## src/rtl/ps2_host_tx.sv

```systemverilog
// PS/2 host-to-device command transmitter: line synchronizers, glitch filters,
// inhibit / request-to-send handshake, 11-clock frame, acknowledge check and watchdog.
module ps2_host_tx #(
    parameter int FILT        = 8,
    parameter int INHIBIT_CYC = 9600,
    parameter int TIMEOUT_CYC = 1920000
) (
    input  logic       clk_sys,
    input  logic       reset_n,
    input  logic       ps2_clk_i,
    input  logic       ps2_dat_i,
    output logic       ps2_clk_oe,
    output logic       ps2_dat_oe,
    input  logic [7:0] tx_data,
    input  logic       tx_req,
    output logic       tx_busy,
    output logic       tx_done,
    output logic       tx_err
);

    localparam int FW = (FILT > 1) ? $clog2(FILT + 1) : 1;
    localparam int IW = (INHIBIT_CYC > 1) ? $clog2(INHIBIT_CYC + 1) : 1;
    localparam int WW = (TIMEOUT_CYC > 1) ? $clog2(TIMEOUT_CYC + 1) : 1;

    localparam logic [FW-1:0] FILT_LAST = FW'(FILT - 1);
    localparam logic [IW-1:0] INH_LAST  = IW'(INHIBIT_CYC - 1);
    localparam logic [WW-1:0] WD_LAST   = WW'(TIMEOUT_CYC - 1);
    localparam logic [WW-1:0] WD_MAX    = WW'(TIMEOUT_CYC);

    typedef enum logic [2:0] {
        IDLE      = 3'd0,
        INHIBIT   = 3'd1,
        RTS       = 3'd2,
        SHIFT     = 3'd3,
        ACK       = 3'd4,
        WAIT_IDLE = 3'd5
    } state_t;

    // Index 0 carries the clock line, index 1 the data line.
    logic [1:0]    sync1_q, sync2_q, filt_q;
    logic [FW-1:0] fcnt_q [2];
    logic          clk_dly_q;
    logic          fall;

    state_t        state_q, state_d;
    logic [7:0]    data_q, data_d;
    logic          par_q, par_d;
    logic [3:0]    bit_q, bit_d;
    logic [IW-1:0] inh_q, inh_d;
    logic [WW-1:0] wd_q, wd_d;
    logic          done_q, done_d;
    logic          err_q, err_d;
    logic          expire;

    // Frame position k: 0..7 data LSB first, 8 odd parity, 9 stop (always 1).
    function automatic logic frame_bit(input logic [7:0] d, input logic p, input logic [3:0] k);
        if (k < 4'd8)
            return d[k[2:0]];
        else if (k == 4'd8)
            return p;
        else
            return 1'b1;
    endfunction

    always_ff @(posedge clk_sys or negedge reset_n) begin
        if (!reset_n) begin
            sync1_q   <= 2'b11;
            sync2_q   <= 2'b11;
            filt_q    <= 2'b11;
            fcnt_q[0] <= '0;
            fcnt_q[1] <= '0;
            clk_dly_q <= 1'b1;
        end else begin
            sync1_q   <= {ps2_dat_i, ps2_clk_i};
            sync2_q   <= sync1_q;
            clk_dly_q <= filt_q[0];
            for (int i = 0; i < 2; i++) begin
                if (sync2_q[i] == filt_q[i]) begin
                    fcnt_q[i] <= '0;
                end else if (fcnt_q[i] == FILT_LAST) begin
                    filt_q[i] <= sync2_q[i];
                    fcnt_q[i] <= '0;
                end else begin
                    fcnt_q[i] <= fcnt_q[i] + 1'b1;
                end
            end
        end
    end

    assign fall = clk_dly_q & ~filt_q[0];

    always_ff @(posedge clk_sys or negedge reset_n) begin
        if (!reset_n) begin
            state_q <= IDLE;
            data_q  <= '0;
            par_q   <= 1'b0;
            bit_q   <= '0;
            inh_q   <= '0;
            wd_q    <= '0;
            done_q  <= 1'b0;
            err_q   <= 1'b0;
        end else begin
            state_q <= state_d;
            data_q  <= data_d;
            par_q   <= par_d;
            bit_q   <= bit_d;
            inh_q   <= inh_d;
            wd_q    <= wd_d;
            done_q  <= done_d;
            err_q   <= err_d;
        end
    end

    always_comb begin
        state_d = state_q;
        data_d  = data_q;
        par_d   = par_q;
        bit_d   = bit_q;
        inh_d   = inh_q;
        done_d  = 1'b0;
        err_d   = 1'b0;
        wd_d    = wd_q;
        if (state_q != IDLE && wd_q != WD_MAX)
            wd_d = wd_q + 1'b1;
        expire = (state_q != IDLE) && (wd_q == WD_LAST);

        case (state_q)
            IDLE: begin
                if (tx_req) begin
                    data_d  = tx_data;
                    par_d   = ~^tx_data;
                    wd_d    = '0;
                    inh_d   = '0;
                    bit_d   = '0;
                    state_d = INHIBIT;
                end
            end
            INHIBIT: begin
                if (inh_q == INH_LAST)
                    state_d = RTS;
                else
                    inh_d = inh_q + 1'b1;
            end
            RTS: begin
                if (fall) begin
                    bit_d   = '0;
                    state_d = SHIFT;
                end
            end
            SHIFT: begin
                // The edge that moves past parity presents the stop bit from ACK.
                if (fall) begin
                    if (bit_q == 4'd8) begin
                        bit_d   = 4'd9;
                        state_d = ACK;
                    end else begin
                        bit_d = bit_q + 1'b1;
                    end
                end
            end
            ACK: begin
                if (fall) begin
                    done_d  = ~filt_q[1];
                    err_d   = filt_q[1];
                    state_d = WAIT_IDLE;
                end
            end
            WAIT_IDLE: begin
                if (filt_q == 2'b11)
                    state_d = IDLE;
            end
            default: state_d = IDLE;
        endcase

        // Watchdog expiry overrides anything the line activity asked for this cycle.
        if (expire) begin
            state_d = IDLE;
            bit_d   = '0;
            done_d  = 1'b0;
            err_d   = (state_q != WAIT_IDLE);
        end
    end

    assign ps2_clk_oe = (state_q == INHIBIT);
    assign ps2_dat_oe = (state_q == RTS) ||
                        ((state_q == SHIFT) && !frame_bit(data_q, par_q, bit_q));
    assign tx_busy    = (state_q != IDLE);
    assign tx_done    = done_q;
    assign tx_err     = err_q;

endmodule

```

## config.mk

```make
export PLATFORM = sky130hd
export DESIGN_NAME = ps2_host_tx
export DESIGN_NICKNAME = d
export VERILOG_FILES = /design/src/rtl/ps2_host_tx.sv
export SDC_FILE = /design/constraint.sdc
export NUM_CORES = 1
export LEC_CHECK = 0
export CAP_MARGIN = 10
export CELL_PAD_IN_SITES_DETAIL_PLACEMENT = 0
export CELL_PAD_IN_SITES_GLOBAL_PLACEMENT = 1
export CORE_MARGIN = 10
export CORE_UTILIZATION = 42
export DETAILED_ROUTE_END_ITERATION = 6
export GPL_TIMING_DRIVEN = 0
export PLACE_DENSITY_LB_ADDON = 0.1
export SETUP_SLACK_MARGIN = 0.1
export SLEW_MARGIN = 20
export SYNTH_ARGS = -nofsm -noshare
export SYNTH_HDL_FRONTEND = slang
export SYNTH_SLANG_ARGS = --single-unit
```

## constraint.sdc

```tcl
create_clock -name clk_sys -period 1.85 [get_ports clk_sys]
set_input_delay 0.2775 -clock clk_sys [delete_from_list [all_inputs] [get_ports clk_sys]]
set_output_delay 0.2775 -clock clk_sys [all_outputs]
set_load 0.005 [all_outputs]
```

==> summary.txt <==
Outcome
  – Status: finished with violations
  – Failing checks: negative setup slack

Placement
  – I/O Buffers: 17
  – Placed Cells incl. Taps: 491
  – Worst slack, placed: -521.3 ps
  – Post-place instance area: 3882 um2
  – Post-DP HPWL: between 5000 and 6000 um
  – Routability congestion estimate: ~0.79

Worst setup path
  – CP top delay family: multiplexers
  – CP arrival: between 2000 and 2500 ps
  – Worst R2R Path Depth: 11
  – CP max-delay cell: mux4_2
  – CP cell instances: mux4_2 > mux2_4 > o221a_4 > nor2_4 > buf_6
  – Critical Path RT: between 1500 and 2000 ps
  – Nature of the critical path startpoint: register
  – Crit Path Category: register to primary output
  – Critical path buffer and inverter count: 1
  – Slowest Stage Delay on Critical Path: 520 ps
  – Critical path depth in cells: 5
  – CP Max Fanout: 3
  – Crit. End Element: primary output

Route
  – Vias: 2930
  – Drt first pass iters: 4
  – DR iter-0 viols: 153
  – Detailed-route wire length: ~8700 um
  – WL/cell: between 15 and 20 um
  – Final ANT Viol Nets: 0
  – # DRC: 0
  – Drt via density: between 5 and 6

Worst hold path
  – Hold Path Class: input port to register
  – Worst hold path stage count: 1

Power and ir drop
  – Pwr Density: between 1000 and 1500 nW/um2
  – Leakage power: 2.054 nW
  – Max VDD drop: roughly 0.00058 V

Global route
  – Total grt overflow: 0
  – Total Routing Usage GR: 13.31%
  – Vias in the first global route: just under 3000
  – Antenna violations before repair: 0
  – Largest net degree at the start of global routing: 38
  – First-pass GRT wire length: approximately 14000 um

CTS
  – Total CTS buffers: 9
  – CTS tree: built
  – Htree depth: 3
  – CTS root buf: clkbuf_8
  – Clock Path Buffers: 2
  – Clk slew on worst S/H paths: approximately 80 ps
  – CTS sink cnt: 68
  – Skew-Pair Late Insertion Delay: ~340 ps

Die
  – Die W: 111.9 um
  – Die height: 111.9 um
  – DIE AREA: 12520 um2
  – Starting density of the core: 43.17%
  – Row Count: 33
  – Core outline area: 8217 um2
  – # IOs: 18

Synth
  – #FFs+latches synth: between 60 and 70
  – Syn Inst Count: around 370
  – Register area share after synthesis: a little under 50%
  – Post-synth EDFFs: 0
  – Area of the mapped netlist: between 3000 and 4000 um2
  – Ys async rst share: 100.0%
  – Synth cell types: 58
  – Leading area contributor after synthesis: dfrtp_1
  – Synthesized Nets: slightly below 400
  – Syn_area_per_cell: 9.639 um2
  – Synth top area share: between 40 and 50%
  – Top cells by area, synth: dfrtp_1, nand2_1, dfstp_2
  – Synth warn: 0
  – Most used DFF post-synth: dfrtp_1

STA
  – Final clock skew: between 9 and 10 ps
  – RSZ-0062 raised after global routing: true
  – Fmax: around 440 MHz
  – Final slew viol count: 0
  – Worst-Margin Slew: roughly 570 ps
  – Final min period: ~2300 ps
  – Min Hold Slack: approximately 340 ps
  – Final Hold Fails: 0
  – Tcrit/Tclk final: 123.7%
  – Worst slew margin: 61.73%
  – Endpoints failing setup: 8
  – Final worst slack: -438.6 ps

Final layout
  – Inserted Diodes: 0
  – # fillers: approximately 740
  – Post-route insts no fill: 550
  – Synth-to-layout area growth: 35.70%
  – Final nets: 460
  – Share of cells above drive strength 1: about 33%
  – Finished Cell Area: around 4800 um2
  – Most common cell after layout, fill and taps aside: nand2_1
  – Commonest non-fill, non-tap cells in the layout: nand2_1, dfrtp_1, buf_4, nor2_1, xnor2_1

Job
  – Maxcap violations: 0
[cell families after synthesis]
kind of cell | after synthesis | share of synthesized area [%]
AOI/OAI and AO/OA | 66 | 12.45
buffers and inverters | 21 | 2.399
xor gates and xnor gates | 24 | 5.926
and+or+nand+nor | 171 | 24.62
adders and majority gates | 8 | 2.751
DFF | 68 | 48.22
muxes | 10 | 3.633
[Yosys cell counts, drive strengths merged, types with 2 or more instances]
cell	instances
nand2	62
dfrtp	61
nor3b	2
nand2b	6
mux2	3
and4	5
a31oi	2
nor4	4
a21o	2
xor2	7
a31o	2
nand3b	2
o31ai	3
clkbuf	9
inv	9
mux4	2
or4	2
ha	7
and3	8
nor3	8
xnor2	17
o21ai	18
nor2	30
a211oi	2
nor2b	5
a21oi	18
nand3	13
o211ai	5
and2	4
nand4	7
dfstp	7
a2111oi	2
nor4bb	2
or3	9
mux2i	5
buf	3
[repair_timing]
action,4_1_cts,5_1_grt
endpoints found under the hold margin,28,0
hold buffers,1,0
gates cloned,1,0
pin swaps,14,35
buffers inserted,25,16
gates resized for setup,54,63
endpoints found under the setup margin,53,51
[area by class of cell]
type | instances | area, um2 | share of cell area, %
tap | 105 | 131.4 | 2.729
multi-input combinational | 280 | 2102 | 43.67
clock inverter | 6 | 63.81 | 1.326
clock buffer | 10 | 137.6 | 2.859
inverter | 9 | 36.28 | 0.7538
sequential | 68 | 1717 | 35.66
timing repair buffer | 60 | 526.8 | 10.94
buffer | 12 | 98.84 | 2.054
[final timing paths]
path                             from          to  slack, ps
max in group asynchronous     reset_n   clk_dly_q        820
min in group asynchronous     reset_n   fcnt_q[4]        420
min                         ps2_clk_i  sync1_q[0]        340
min reg2reg                sync1_q[1]  sync2_q[1]        350
max reg2reg                  bit_q[0]  state_q[0]       -210
max                          bit_q[0]  ps2_dat_oe       -440
[registers in the layout, indices dropped and copies added (netlist names), 2 cells and up]
| name | count |
|---|---|
| inh_q | 14 |
| data_q | 8 |
| bit_q | 4 |
| wd_q | 21 |
| sync2_q | 2 |
| fcnt_q | 8 |
| state_q | 3 |
| sync1_q | 2 |
| filt_q | 2 |
[power by group]
group          internal, mW  total [mW]  switching [mW]
registers              1.93        2.34           0.411
clock network         0.656        1.23           0.572
logic                  1.12        2.27            1.15
[metrics by stage]
step / total power, mW / TNS, ps / util [%]
global placement: 3.917 / -125550 / 47.04
global route: 6.274 / -1664 / 58.58
finish: 5.837 / -829.0 / 58.58
detailed placement: 3.958 / -5094 / 47.25
floorplan: 3.439 / 0 / -
CTS: 5.564 / -558.2 / 54.06
[worst register-to-register path, cell delays in order, from the launching register on]
cell,delay [ps]
dfrtp_2,440
buf_4,150
buf_6,110
inv_2,50
ha_1,130
nand3b_1,140
buf_4,180
buf_4,130
o21ba_2,220
o22ai_4,130
a31oi_1,120
o2bb2ai_2,140
[routing by layer]
metal  routed length, um  track usage, %  up-vias
met1                3915           17.21     1422
met4                 121           4.542        0
li1                    -               -     1457
met5                   0               0        -
met3                 266           3.274       12
met2                4373           21.13       39
(Power assumes the default switching activity.)
